<file path="src/rtl/mem_access_ctrl_pkg.sv">
// Shared definitions for the memory-stage access controller.
// Holds bus widths, writeback data-select and register-op encodings,
// the memory-mapped UART addresses and the access FSM state encoding.
package mem_access_ctrl_pkg;

  localparam int unsigned DataW     = 16;
  localparam int unsigned RegAddrW  = 4;
  localparam int unsigned WbDataOpW = 2;
  localparam int unsigned RegOpW    = 2;
  localparam int unsigned RamAddrW  = 18;

  // Writeback data select encodings
  localparam logic [WbDataOpW-1:0] WbSelAlu = 2'd0;
  localparam logic [WbDataOpW-1:0] WbSelRam = 2'd1;
  localparam logic [WbDataOpW-1:0] WbSelPc  = 2'd2;
  localparam logic [WbDataOpW-1:0] WbSelIh  = 2'd3;

  localparam logic [RegOpW-1:0] RegOpNop = 2'd0;

  localparam logic [DataW-1:0] UartDataAddr = 16'hBF00;
  localparam logic [DataW-1:0] UartStatAddr = 16'hBF01;

  typedef enum logic [2:0] {
    StIdle = 3'd0,
    StRd1  = 3'd1,
    StRd2  = 3'd2,
    StWr1  = 3'd3,
    StWr2  = 3'd4,
    StWr3  = 3'd5,
    StDone = 3'd6
  } state_e;

endpackage

</file>
<file path="src/rtl/mem_wb_sel.sv">
// Writeback data multiplexer for the MEM stage.
// Ports:
//   data_op  - writeback source select (ALU, RAM read data, PC, IH)
//   alu_data, rdata, pc, ih - candidate sources
//   wb_data  - selected writeback value
module mem_wb_sel
  import mem_access_ctrl_pkg::*;
(
  input  logic [WbDataOpW-1:0] data_op,
  input  logic [DataW-1:0]     alu_data,
  input  logic [DataW-1:0]     rdata,
  input  logic [DataW-1:0]     pc,
  input  logic [DataW-1:0]     ih,
  output logic [DataW-1:0]     wb_data
);

  always_comb begin
    wb_data = alu_data;
    unique case (data_op)
      WbSelAlu: wb_data = alu_data;
      WbSelRam: wb_data = rdata;
      WbSelPc:  wb_data = pc;
      WbSelIh:  wb_data = ih;
      default:  wb_data = alu_data;
    endcase
  end

endmodule

</file>
<file path="src/rtl/mem_access_ctrl.sv">
// MEM-stage controller: sequences SRAM (and optionally UART) reads and writes,
// stalls the front of the pipeline for the duration of an access and owns the
// MEM/WB pipeline register.
// Ports:
//   clk_50MHz, rst (async, active-low)
//   em_*        - EXE/MEM register contents; em_ALU_data doubles as address
//   ram_*       - external SRAM address/data/strobes (strobes active-low)
//   mem_stall   - holds PC/IF/ID/EXE/EXE_MEM while an access is in flight
//   mw_*        - MEM/WB register outputs
//   uart_*      - UART handshake, present only with UART_MMIO_EN defined
// Build option: define UART_MMIO_EN to map 0xBF00 (data) / 0xBF01 (status)
// onto the UART instead of SRAM.
module mem_access_ctrl
  import mem_access_ctrl_pkg::*;
(
  input  logic                 clk_50MHz,
  input  logic                 rst,
  input  logic                 em_RAM_en,
  input  logic                 em_RAM_op,
  input  logic [WbDataOpW-1:0] em_DATA_op,
  input  logic [RegOpW-1:0]    em_REG_op,
  input  logic [DataW-1:0]     em_IH,
  input  logic [DataW-1:0]     em_PC,
  input  logic [DataW-1:0]     em_ALU_data,
  input  logic [DataW-1:0]     em_RAM_WB_data,
  input  logic [RegAddrW-1:0]  em_WB_addr,
  output logic [RamAddrW-1:0]  ram_addr,
  output logic [DataW-1:0]     ram_dout,
  input  logic [DataW-1:0]     ram_din,
  output logic                 ram_drive,
  output logic                 ram_ce_n,
  output logic                 ram_oe_n,
  output logic                 ram_we_n,
  output logic                 mem_stall,
  output logic [DataW-1:0]     mw_DATA,
  output logic [RegOpW-1:0]    mw_REG_op,
  output logic [RegAddrW-1:0]  mw_WB_addr
`ifdef UART_MMIO_EN
  ,
  output logic                 uart_rdn,
  output logic                 uart_wrn,
  input  logic                 uart_data_ready,
  input  logic                 uart_tbre
`endif
);

`ifdef UART_MMIO_EN
  localparam bit UartEn = 1'b1;
`else
  localparam bit UartEn = 1'b0;
`endif

  state_e           state_q, state_d;
  logic [DataW-1:0] rdata_q;
  logic [DataW-1:0] rd_src;
  logic [DataW-1:0] wb_data;
  logic             is_uart_data, is_uart_stat, is_sram;
  logic             ce_n_q, oe_n_q, we_n_q, drive_q;

  // Address decode; em_ALU_data is held by the stall for the whole access.
  assign is_uart_data = UartEn && (em_ALU_data == UartDataAddr);
  assign is_uart_stat = UartEn && (em_ALU_data == UartStatAddr);
  assign is_sram      = !is_uart_data && !is_uart_stat;

`ifdef UART_MMIO_EN
  logic rdn_q, wrn_q;
  assign rd_src = is_uart_stat ? {14'b0, uart_data_ready, uart_tbre} : ram_din;
`else
  assign rd_src = ram_din;
`endif

  always_comb begin
    state_d = state_q;
    unique case (state_q)
      StIdle: if (em_RAM_en) state_d = em_RAM_op ? StWr1 : StRd1;
      StRd1:  state_d = StRd2;
      StRd2:  state_d = StDone;
      StWr1:  state_d = StWr2;
      StWr2:  state_d = StWr3;
      StWr3:  state_d = StDone;
      StDone: state_d = StIdle;
      default: state_d = StIdle;
    endcase
  end

  assign mem_stall = ((state_q == StIdle) && em_RAM_en) ||
                     (state_q inside {StRd1, StRd2, StWr1, StWr2, StWr3});

  // Strobes are registered from the next state so they are glitch-free and
  // line up exactly with the state they belong to.
  always_ff @(posedge clk_50MHz or negedge rst) begin
    if (!rst) begin
      state_q <= StIdle;
      ce_n_q  <= 1'b1;
      oe_n_q  <= 1'b1;
      we_n_q  <= 1'b1;
      drive_q <= 1'b0;
      rdata_q <= '0;
`ifdef UART_MMIO_EN
      rdn_q   <= 1'b1;
      wrn_q   <= 1'b1;
`endif
    end else begin
      state_q <= state_d;
      ce_n_q  <= !(is_sram && (state_d inside {StRd1, StRd2, StWr1, StWr2, StWr3}));
      oe_n_q  <= !(is_sram && (state_d inside {StRd1, StRd2}));
      we_n_q  <= !(is_sram && (state_d == StWr2));
      // Status writes are dropped, so the bus is not driven for them.
      drive_q <= !is_uart_stat && (state_d inside {StWr1, StWr2, StWr3});
`ifdef UART_MMIO_EN
      rdn_q   <= !(is_uart_data && (state_d inside {StRd1, StRd2}));
      wrn_q   <= !(is_uart_data && (state_d == StWr2));
`endif
      if (state_q == StRd2) rdata_q <= rd_src;
    end
  end

  assign ram_ce_n  = ce_n_q;
  assign ram_oe_n  = oe_n_q;
  assign ram_we_n  = we_n_q;
  assign ram_drive = drive_q;
  assign ram_dout  = drive_q ? em_RAM_WB_data : '0;
  assign ram_addr  = (state_q != StIdle) ? {2'b00, em_ALU_data} : '0;

`ifdef UART_MMIO_EN
  assign uart_rdn = rdn_q;
  assign uart_wrn = wrn_q;
`endif

  mem_wb_sel u_mem_wb_sel (
    .data_op  (em_DATA_op),
    .alu_data (em_ALU_data),
    .rdata    (rdata_q),
    .pc       (em_PC),
    .ih       (em_IH),
    .wb_data  (wb_data)
  );

  // MEM/WB register: a stalled edge inserts a bubble and keeps the payload.
  always_ff @(posedge clk_50MHz or negedge rst) begin
    if (!rst) begin
      mw_DATA    <= '0;
      mw_REG_op  <= RegOpNop;
      mw_WB_addr <= '0;
    end else if (mem_stall) begin
      mw_REG_op  <= RegOpNop;
    end else begin
      mw_DATA    <= wb_data;
      mw_REG_op  <= em_REG_op;
      mw_WB_addr <= em_WB_addr;
    end
  end

endmodule

</file>
<file path="config.mk">
export PLATFORM = sky130hd
export DESIGN_NAME = mem_access_ctrl
export DESIGN_NICKNAME = d
export VERILOG_FILES = /design/src/rtl/mem_access_ctrl_pkg.sv /design/src/rtl/mem_wb_sel.sv /design/src/rtl/mem_access_ctrl.sv
export SDC_FILE = /design/constraint.sdc
export NUM_CORES = 1
export LEC_CHECK = 0
export CAP_MARGIN = 10
export CORE_MARGIN = 2
export CORE_UTILIZATION = 39
export DETAILED_ROUTE_END_ITERATION = 10
export GPL_ROUTABILITY_DRIVEN = 0
export PLACE_DENSITY = 0.87
export SLEW_MARGIN = 20
export SYNTH_ARGS = -nofsm -noshare
export SYNTH_HDL_FRONTEND = slang
export SYNTH_SLANG_ARGS = --single-unit
</file>
<file path="constraint.sdc">
create_clock -name clk_50MHz -period 3.9 [get_ports clk_50MHz]
set_clock_uncertainty 0.2 [all_clocks]
set_input_delay 0.78 -clock clk_50MHz [delete_from_list [all_inputs] [get_ports clk_50MHz]]
set_output_delay 0.78 -clock clk_50MHz [all_outputs]
set_load 0.02 [all_outputs]
</file>
### Yosys cells after proc, flatten, opt, wreduce, memory -nomap -nowiden

Cells that the tools add are included.

* register bits after elaboration: 45
* latch bits: 0
* memory bits (writable): 0
* bits in read-only memories: 0
* input bits: 92
* output and inout port bits: 61
* logic and storage cells: 42
* memories: 0

* $add $sub $neg: 0
* $mul: 0
* div/mod/pow operators: 0
* magnitude comparators: 0
* equal/unequal tests: 13
* shift operators: 0
* multiplexer cells: 7
* bitwise logic cells: 0
* reduce and logical (&&, ||, !) cells: 13

Operator list (count)
* $pmux 16 s4: 1
* $mux 16: 2
* $pmux 3 s5: 1
* $eq 3x2->1 const B: 4
* $eq 3x3->1 const B: 4
* $reduce_bool 5->1: 2
* $eq 3x1->1 const B: 2
* $reduce_bool 3->1: 2
* $eq 2x2->1 const B: 2
* $mux 2: 2
* $logic_not 1->1: 3
* $logic_not 3->1: 1
* $mux 3: 1
* $eq 2x1->1 const B: 1
* $logic_not 2->1: 1
* $reduce_bool 2->1: 1
* $reduce_or 2->1: 1
* $logic_and 1x1->1: 1
* $logic_or 1x1->1: 1

### Longest topological paths before layout

* word-level depth: 6
* mapped depth: 5
* depth with buffers taken out: 3

### Modules after synthesis

A second synthesis with hierarchy kept.

* cell total of the unflattened synthesis: 231
* area total of the unflattened synthesis: 2806.4 um^2

Modules (own cells, without submodules)
* mem_access_ctrl: times used 1, cells an instance 211, area each 2382.3 um^2, sequential area each 1129.8 um^2
* mem_wb_sel: times used 1, cells an instance 20, area each 424.2 um^2, sequential area each 0.0 um^2

### Worst setup path before layout

Ideal clock, no wire load.

* kind: register -> output
* start point: register state_q[1]
* end point: output ram_addr[10]
* data arrival time: 1.407 ns
* data required time: 2.920 ns
* path slack: 1.513 ns
* stages on the path, launching flop included: 5
* buffers on the path: 2
* cells stage by stage: dfrtp_1 buf_6 nor3_2 clkbuf_1 and2b_1

* longest elaborated chain between the ends: 2

RTL lines
* start: declaration: line mem_access_ctrl.sv:53 `state_e state_q, state_d;`
* start signal: assignment: line mem_access_ctrl.sv:93 `state_q <= StIdle;`
* start signal: assignment: line mem_access_ctrl.sv:104 `state_q <= state_d;`
* $reduce_bool 3->1: line mem_access_ctrl.sv:123 `assign ram_addr = (state_q != StIdle) ? {2'b00, em_ALU_data} : '0;`
* $mux 16: line mem_access_ctrl.sv:123
* end: declaration: line mem_access_ctrl.sv:27 `output logic [RamAddrW-1:0] ram_addr,`

Every way passes these cells.

### Final worst setup path

* start point: register state_q[2]
* end point: output ram_addr[11]

The elaborated chain is that of the path after synthesis.

==> summary.md <==
| Metric | Value |
|---|---|
| Status | `finished clean` |
| Worst vdd ir | `363 µV` |
| DR vias/cell | `4.86` |
| Worst Path Required | `2920 ps` |
| Post-synth cell types | `26` |
| Critical-path top delay cell | `dfrtp_1` |
| Post-CTS Setup Bufs | `0` |
| Final hold viol count | `0` |
| Final setup fails | `0` |
| Post-route ant nets | `0` |
| Die H | `82.0 µm` |
| Setup TNS | `0 ps` |
| Area growth from synthesis to layout | `68.4%` |
| Sequential element share of the synthesized area | `0.477` |
| Yosys top cell area share | `0.443` |
| Vias in the first global route | `1,924` |
| Clock Path Buffers | `2` |
| Syn Inst Count | `163` |
| Core area | `0.00589 mm²` |
| Synthesized cell area | `0.00237 mm²` |
| CTS tree | `done` |
| FF-to-FF Start | `state_q[1]` |
| Vias | `1,882` |
| Worst-path clk slew | `80 ps` |
| Chip Width | `82.0 µm` |
| Leak pwr | `0.00157 µW` |
| Avg WL per Cell | `15.9 µm` |
| Post-CTS Hold Buffers | `0` |
| Slew at the pin with the worst max-slew slack | `859 ps` |
| Area post-placement | `0.00387 mm²` |
| IO buf count | `150` |
| Largest net degree at the start of global routing | `46` |
| Crit-path cells | `nor3_2, buf_4, and2b_1, clkdlybuf4s50_1` |
| Global-route wire length before repair | `9.23 mm` |
| PwrDens | `676 mW/mm²` |
| Drt pass-1 iters | `4` |
| Max Transition Viols Final | `0` |
| Max_cap viols | `0` |
| TritonCTS Buffers | `5` |
| FF-to-FF End | `rdata_q[6]` |
| Final Cycle Share | `0.865` |
| RSZ-0062 raised after global routing | `no` |
| # diodes | `0` |
| Slowest cell delay on critical path | `550 ps` |
| Worst r2r path cells | `2` |
| Htree depth | `2` |
| Initial antenna violation count | `0` |
| Post_cts resized | `0` |
| Filler Cell Count | `454` |
| Clock Sinks | `45` |
| Mapped Avg Cell Area | `14.5 µm²` |
| Min-delay worst type | `in -> async` |
| Num rows | `28` |
| Critical path launch point type | `flip-flop` |
| Drt first-iter violations | `48` |
| Crit path max fanout | `10` |
| Drt total wl | `6.14 mm` |
| Total GRT Usage | `0.183` |
| Minimum clock period | `3370 ps` |
| Synth Register Bits | `45` |
| Clock latency on the worst-skew pair | `290 ps` |
| Layout cell share with drive strength beyond 1 | `0.224` |
| Post-layout nets | `403` |
| Initial Util | `0.403` |
| Slew headroom | `0.427` |
| GRT Residual Overflow | `0` |
| Root Buffer | `clkbuf_8` |
| Slack of the worst reg-to-reg path | `1760 ps` |
| CP top delay family | `buffers and inverters` |
| Critical Path End Type | `primary output` |
| Worst hold slack | `291 ps` |
| Area contributors post-synth | `dfrtp_1 44%, mux2_2 17%, mux4_2 15%, nor2b_1 4.7%, and2_1 4.2%` |
| I/O pin count | `153` |
| Yosys warning count | `0` |
| Fmax | `297 MHz` |
| Critical path arrival | `2390 ps` |
| Dpl hpwl | `4.90 mm` |
| Cell area after layout | `0.00399 mm²` |
| Yosys top cell by area | `dfrtp_1` |
| Die area | `0.00672 mm²` |
| CP Class | `reg -> out` |
| Buffers and inverters on the worst path | `2` |
| DRC viols | `0` |
state kept, by name, indices dropped and copies added, names as in the netlist, 2 cells and up:
register	count
mw_DATA	16
mw_REG_op	2
mw_WB_addr	4
rdata_q	16
state_q	3
layout by cell type (no fill, tap or decap), drive strengths merged:
cell           count
a21oi              3
and2              16
and2b              2
buf                5
bufinv             1
clkbuf             7
clkdlybuf4s50    149
conb               2
dfrtp             42
dfstp              3
mux2              36
mux4              16
nand2b             1
nand3b             1
nor2               2
nor2b             18
nor3               2
nor3b              1
nor4               1
o21ai              1
o31ai              2
xor2               1
synthesized netlist by cell type (all sizes together):
| library cell | n |
|---|---|
| nor2 | 2 |
| mux4 | 16 |
| nand3b | 1 |
| clkbuf | 2 |
| conb | 1 |
| dfstp | 3 |
| buf | 12 |
| nor3 | 2 |
| xor2 | 1 |
| nand2b | 1 |
| a21oi | 3 |
| o31ai | 2 |
| mux2 | 36 |
| nor4 | 1 |
| dfrtp | 42 |
| and2b | 2 |
| nor3b | 1 |
| nor2b | 18 |
| and2 | 16 |
| o21ai | 1 |
cells by family (layout without fill, tap and decap cells):
| logic type | after synthesis | in the layout | share of synthesized area |
|---|---|---|---|
| flops | 45 | 45 | 0.477 |
| buf+inv | 14 | 162 | 0.0507 |
| mux | 52 | 52 | 0.323 |
| compound gates | 6 | 6 | 0.0164 |
| other cells | 1 | 2 | 0.00158 |
| xor+xnor | 1 | 1 | 0.00369 |
| simple gates | 44 | 44 | 0.128 |
how the worst max path moves through the flow:
stage               startpoint            to  cells after the start
floorplan           state_q[1]  ram_addr[10]                      4
global placement     em_RAM_en     mem_stall                      4
detailed placement   em_RAM_en     mem_stall                      4
CTS                 state_q[2]  ram_addr[11]                      4
global route        state_q[2]  ram_addr[11]                      4
finish              state_q[2]  ram_addr[11]                      4
report_power, final:
part	leakage, µW	total (µW)	internal [µW]	switching (µW)
Clock	0.0000585	360	209	151
Sequential	0.000534	872	708	164
Combinational	0.000981	1470	831	636
layout make-up:
type                       count  area [µm²]  share of cell area
clock buffer                   7        86.3              0.0216
clock inverter                 1        30.0             0.00752
multi-input combinational    105        1120               0.282
sequential                    45        1130               0.283
tap                           75        93.8              0.0235
timing repair buffer         154        1530               0.383
stage by stage:
stage / utilization / std cells / total power [µW] / setup WS, ps
finish: 0.679 / 387 / 2700 / 528
floorplan: - / 164 / 1740 / 1510
global route: 0.679 / 387 / 2870 / 399
CTS: 0.678 / 387 / 2740 / 494
detailed placement: 0.658 / 379 / 2370 / 628
global placement: 0.658 / 379 / 2330 / 666
layer usage:
| layer | vias up | GRT usage | part of all wire |
|---|---|---|---|
| met5 | - | 0 | 0 |
| met4 | 0 | 0.0433 | 0.011 |
| met3 | 6 | 0.0516 | 0.078 |
| met2 | 88 | 0.327 | 0.53 |
| met1 | 915 | 0.218 | 0.38 |
| li1 | 873 | - | - |
(Power assumes the default switching activity.)
